`src/rtl/serial_run_length_encoder_pkg.sv`:
```
// run_length_pkg: types and helpers shared by the serial run-length encoder.
//   LEN_W     - default width of the run-length field
//   rle_rec_t - one run-length record {bit value, run length}
//   max_run() - longest run a LEN_W-bit length field can hold
package run_length_pkg;

  localparam int LEN_W = 8;

  typedef struct packed {
    logic             bit_val;
    logic [LEN_W-1:0] len;
  } rle_rec_t;

  function automatic int max_run(input int w);
    return (1 << w) - 1;
  endfunction

endpackage

```
`src/rtl/serial_run_length_encoder_fifo.sv`:
```
// rle_fifo: synchronous FIFO for run-length records.
//   clk, rst        - clock, synchronous active-high reset
//   push, push_data - write request and record
//   pop             - read request (ignored while empty)
//   pop_data        - head record, zero while empty
//   full, empty     - occupancy flags
//   level           - number of stored records
// A push while full is accepted only when a pop happens in the same cycle.
module rle_fifo #(
  parameter int WIDTH = 9,
  parameter int DEPTH = 4
) (
  input  logic                     clk,
  input  logic                     rst,
  input  logic                     push,
  input  logic [WIDTH-1:0]         push_data,
  input  logic                     pop,
  output logic [WIDTH-1:0]         pop_data,
  output logic                     full,
  output logic                     empty,
  output logic [$clog2(DEPTH):0]   level
);

  localparam int AW = $clog2(DEPTH);
  localparam logic [AW:0] DEPTH_LVL = (AW+1)'(DEPTH);

  logic [WIDTH-1:0] mem [DEPTH];
  logic [AW-1:0]    wr_ptr;
  logic [AW-1:0]    rd_ptr;
  logic             push_ok;
  logic             pop_ok;

  assign full     = (level == DEPTH_LVL);
  assign empty    = (level == '0);
  assign pop_ok   = pop && !empty;
  // When full, the slot at wr_ptr is the head being popped this cycle, so
  // overwriting it is safe: the outgoing value was already read this cycle.
  assign push_ok  = push && (!full || pop_ok);
  assign pop_data = empty ? '0 : mem[rd_ptr];

  always_ff @(posedge clk) begin
    if (push_ok) begin
      mem[wr_ptr] <= push_data;
    end
  end

  always_ff @(posedge clk) begin
    if (rst) begin
      wr_ptr <= '0;
      rd_ptr <= '0;
      level  <= '0;
    end else begin
      if (push_ok) begin
        wr_ptr <= wr_ptr + 1'b1;
      end
      if (pop_ok) begin
        rd_ptr <= rd_ptr + 1'b1;
      end
      case ({push_ok, pop_ok})
        2'b10:   level <= level + 1'b1;
        2'b01:   level <= level - 1'b1;
        default: level <= level;
      endcase
    end
  end

endmodule

```
`src/rtl/serial_run_length_encoder.sv`:
```
// serial_run_length_encoder: compresses a serial bit stream into run-length
// records and delivers them over a valid/ready interface via a small FIFO.
//   clk, rst            - clock, synchronous active-high reset
//   in_valid, in_bit    - serial stream bit
//   flush               - close the current run (only when in_valid=0)
//   out_valid/out_ready - record handshake
//   out_bit, out_len    - head record
//   fifo_level          - FIFO occupancy
//   overflow            - sticky: a record was dropped because the FIFO was full
module serial_run_length_encoder #(
  parameter int LEN_W      = run_length_pkg::LEN_W,
  parameter int FIFO_DEPTH = 4
) (
  input  logic                          clk,
  input  logic                          rst,
  input  logic                          in_valid,
  input  logic                          in_bit,
  input  logic                          flush,
  output logic                          out_valid,
  input  logic                          out_ready,
  output logic                          out_bit,
  output logic [LEN_W-1:0]              out_len,
  output logic [$clog2(FIFO_DEPTH):0]   fifo_level,
  output logic                          overflow
);

  import run_length_pkg::*;

  localparam logic [LEN_W-1:0] MAX_RUN = LEN_W'(max_run(LEN_W));

  logic             run_active;
  logic             run_bit;
  logic [LEN_W-1:0] run_len;
  logic             push;
  logic [LEN_W:0]   push_rec;
  logic [LEN_W:0]   head_rec;
  logic             full;
  logic             empty;
  logic             pop;

  assign out_valid = !empty;
  assign pop       = out_valid && out_ready;
  assign out_bit   = head_rec[LEN_W];
  assign out_len   = head_rec[LEN_W-1:0];

  // A run closes when the bit changes, when it reaches MAX_RUN and the same
  // bit arrives again, or on a flush during an idle cycle.
  always_comb begin
    push     = 1'b0;
    push_rec = {run_bit, run_len};
    if (in_valid) begin
      if (run_active && ((in_bit != run_bit) || (run_len == MAX_RUN))) begin
        push = 1'b1;
      end
    end else if (flush && run_active) begin
      push = 1'b1;
    end
  end

  always_ff @(posedge clk) begin
    if (rst) begin
      run_active <= 1'b0;
      run_bit    <= 1'b0;
      run_len    <= '0;
    end else if (in_valid) begin
      if (!run_active) begin
        run_active <= 1'b1;
        run_bit    <= in_bit;
        run_len    <= LEN_W'(1);
      end else if ((in_bit == run_bit) && (run_len != MAX_RUN)) begin
        run_len <= run_len + 1'b1;
      end else begin
        run_bit <= in_bit;
        run_len <= LEN_W'(1);
      end
    end else if (flush && run_active) begin
      run_active <= 1'b0;
      run_len    <= '0;
    end
  end

  // A record is lost only when the FIFO is full and nothing leaves this cycle.
  always_ff @(posedge clk) begin
    if (rst) begin
      overflow <= 1'b0;
    end else if (push && full && !pop) begin
      overflow <= 1'b1;
    end
  end

  rle_fifo #(
    .WIDTH (LEN_W + 1),
    .DEPTH (FIFO_DEPTH)
  ) u_fifo (
    .clk       (clk),
    .rst       (rst),
    .push      (push),
    .push_data (push_rec),
    .pop       (pop),
    .pop_data  (head_rec),
    .full      (full),
    .empty     (empty),
    .level     (fifo_level)
  );

endmodule

```
`config.mk`:
```
export PLATFORM = sky130hd
export DESIGN_NAME = serial_run_length_encoder
export DESIGN_NICKNAME = d
export VERILOG_FILES = /design/src/rtl/serial_run_length_encoder_pkg.sv /design/src/rtl/serial_run_length_encoder_fifo.sv /design/src/rtl/serial_run_length_encoder.sv
export SDC_FILE = /design/constraint.sdc
export NUM_CORES = 1
export LEC_CHECK = 0
export BUFFER_PORTS_ARGS = -buffer_cell sky130_fd_sc_hd__buf_2
export CAP_MARGIN = 20
export CORE_MARGIN = 2
export CORE_UTILIZATION = 35
export DETAILED_ROUTE_END_ITERATION = 6
export PLACE_DENSITY_LB_ADDON = 0.15
export SYNTH_ARGS = -nofsm -noshare
export SYNTH_HDL_FRONTEND = slang
export SYNTH_HIERARCHICAL = 1
export SYNTH_SLANG_ARGS = --single-unit
```
`constraint.sdc`:
```
create_clock -name clk -period 6.7 [get_ports clk]
set_input_delay 1.34 -clock clk [delete_from_list [all_inputs] [get_ports clk]]
set_output_delay 1.34 -clock clk [all_outputs]
set_load 0.03 [all_outputs]
```
==> results_dict.tcl <==
set metrics [dict create \
    status "complete, no violations" \
    synthMuxAreaShare 0.09581 \
    totalPowerFinal_mw 0.6284 \
    insertion_delay_ns 0.30 \
    netlist_top_cells_area "edfxtp_1 (44%), dfxtp_1 (16%), mux4_2 (8.2%)" \
    overflow 0 \
    ys_seq_elements 56 \
    fin_nets 214 \
    setup-tns-final_ns 0 \
    fill_cells 678 \
    ys_types 41 \
    finalCritPeriodShare 0.5166 \
    grt_use_met1 0.1679 \
    finalHoldViolCount 0 \
    io_pins 20 \
    htree_levels 2 \
    setup_viol 0 \
    port_buffers 19 \
    area_growth_pct 10.99 \
    gr-usage-all-layers 0.1249 \
    reg2regPathDepth 12 \
    first_pass_iters 4 \
    cts.sinks 56 \
    ctsResizeCount 0 \
    powerDensity_mw_per_mm2 228.2 \
    cap_violations 0 \
    yosys_warnings 6 \
    rr_endpoint "u_fifo/level[2]" \
    grtUsageMet2 0.2023 \
    synth_compound_area_frac 0.08321 \
    syn_area_sq_mm 0.002481 \
    met3_usage 0.03205 \
    clock_skew_ns 0.003644 \
    cts_setup_buffers 0 \
    slew_headroom 0.5769 \
    numCtsBuffers 5 \
    wirelength_um 4390 \
    drive_above_1_share 0.2723 \
    hp-class "flop to flop" \
    drc 0 \
    critPathRequiredTime_ns 6.94 \
    grt_max_degree 20 \
    die_w_um 88.20 \
    regToRegStartpoint "run_len[1]" \
    busiest_layer "met2" \
    syn-num-nets 193 \
    crit_path_start_kind "input port" \
    cts_tree "yes" \
    routed_via_density 4.849 \
    synth_top_family_by_area "simple AND/OR/NAND/NOR gates" \
    root_buffer "clkbuf_8" \
    end_kind "flop" \
    grt_pass1_wl_um 7314 \
    rows 30 \
    die_h_um 88.20 \
    fmax_mhz 288.9 \
    period_needed_ns 3.461 \
    die-area_sq_mm 0.007778 \
    dpl.hpwl_um 3130 \
    vdd_drop_max_uv 92.97 \
    crit_fanout 11 \
    yosysTopAreaCell "edfxtp_1" \
    ys_seq_area_frac 0.5971 \
    globalplace.congestion 0.7119 \
    crit_type "input port to flop" \
    clockBufferDepth 2 \
    drv_slew 0 \
    coreArea_sq_mm 0.006832 \
    syn_avg_cell_area_sq_um 13.78 \
    vias 1445 \
    yosys.area_share.simple 0.1326 \
    avgRoutedWirePerCell_um 14.73 \
    drtIter0Drc 146 \
    start_util 0.3632 \
    path_clk_slew_ns 0.10 \
    antenna_found_initial 0 \
    hp-start "u_fifo/rd_ptr[1]" \
    grt_pass1_vias 1452 \
    tightest_slew_ns 0.6338 \
    rrSetupSlack_ns 3.55 \
    hold_buffers 0 \
    synth-xor-area-share 0.01765 \
    holdPathStages 2 \
    synth_top_area_frac 0.4357 \
    p_leak_nw 0.9413 \
    antennaDiodeCount 0 \
    critical_path_arrival_ns 3.70 \
    antenna_left 0 \
    rsz0062_at_grt "no" \
    syn_inst 180 \
    min_to "u_fifo/rd_ptr[1]" \
    synthAdderAreaFrac 0.03833 \
]
logic make-up after synthesis:
| group | after synthesis |
|---|---|
| simple gates | 56 |
| buf+inv | 17 |
| compound gates | 27 |
| fa+ha+maj | 7 |
| xor+xnor | 5 |
| mux | 12 |
| flops | 56 |
worst max-delay path: stages:
cell and delay [ns]:
buf_2 0.11, xnor2_1 0.17, o211ai_2 0.27, and3b_2 0.31, a21boi_2 0.19, inv_1 0.09, ha_1 0.18, inv_1 0.06
fa_1 0.37, xor2_1 0.16, or3_1 0.30, a21oi_1 0.15
routing by layer:
layer / routed length [um] / vias up
met3: 158 / 2
li1: - / 698
met2: 2095 / 32
met4: 24 / 0
met5: 0 / -
met1: 2112 / 713
per-stage QoR:
stage	setup WS [ns]	area (sq um)	hold slack, ns	utilization	instances
final	3.239	2754	0.4970	0.4031	298
after CTS	3.243	2754	0.5011	0.4031	298
after detailed placement	2.930	2658	0.4644	0.3890	290
after global routing	3.093	2754	0.5223	0.4031	298
after global placement	3.041	2658	0.4573	0.3890	290
after floorplan	3.293	2481	0.4591	-	180
state kept, by name, summed over array words and instances (netlist names), named ones only:
| register | flops |
|---|---|
| u_fifo/mem | 36 |
| run_len | 8 |
| u_fifo/level | 3 |
| u_fifo/rd_ptr | 2 |
| u_fifo/wr_ptr | 2 |
| overflow | 1 |
| run_active | 1 |
| run_bit | 1 |
synthesized netlist by cell type, drive strengths merged:
| master | count |
|---|---|
| xor2 | 2 |
| clkbuf | 2 |
| nor2b | 12 |
| edfxtp | 36 |
| nand3 | 3 |
| nor2 | 14 |
| nand2 | 7 |
| a21boi | 1 |
| o211ai | 1 |
| or3 | 4 |
| a21o | 1 |
| mux4 | 9 |
| buf | 4 |
| fa | 1 |
| inv | 11 |
| mux2 | 1 |
| a22o | 3 |
| o21ai | 5 |
| dfxtp | 20 |
| nor4 | 1 |
| o311ai | 2 |
| o21a | 2 |
| o22ai | 1 |
| a211oi | 2 |
| mux2i | 2 |
| xnor2 | 3 |
| o31ai | 1 |
| a21oi | 8 |
| nor3 | 4 |
| nand4 | 1 |
| and2 | 4 |
| nor3b | 1 |
| and3b | 1 |
| nand2b | 4 |
| ha | 6 |
worst max-delay path by stage:
| stage | start | end |
|---|---|---|
| 6_report | in_bit | u_fifo/level[2] |
| 4_1_cts | in_bit | u_fifo/level[2] |
| 2_1_floorplan | in_bit | u_fifo/level[2] |
| 5_1_grt | in_bit | u_fifo/level[2] |
| 3_3_place_gp | in_bit | u_fifo/level[2] |
| 3_5_place_dp | in_bit | u_fifo/level[2] |
placed cells by master (no fill, tap or decap), types with 3 or more instances in the layout:
cell type	Yosys	layout
mux4_2	9	9
and2_2	4	4
a21oi_1	8	8
xnor2_1	3	3
nor2b_1	10	10
buf_2	0	19
nand2b_1	4	4
nand2_1	7	7
or3_1	4	4
ha_1	6	6
o21ai_0	5	5
dfxtp_1	20	20
clkbuf_8	0	5
edfxtp_1	36	36
inv_1	11	11
nor2_1	14	14
nor3_1	3	3
layout make-up:
class / count / area [sq um] / area share
clock buffer: 5 / 68.82 / 0.02499
timing repair buffer: 20 / 102.6 / 0.03726
sequential: 56 / 1481 / 0.5379
inverter: 11 / 41.29 / 0.01499
multi-input combinational: 107 / 912.1 / 0.3312
tap: 96 / 120.1 / 0.04362
clock inverter: 3 / 27.53 / 0.009995
report_power, final:
| part | internal (mW) | total (mW) | switching [mW] |
|---|---|---|---|
| clock network | 0.0769 | 0.189 | 0.112 |
| logic | 0.0222 | 0.0610 | 0.0388 |
| registers | 0.371 | 0.379 | 0.00720 |
Note: power is estimated with default switching activity, not from simulation.
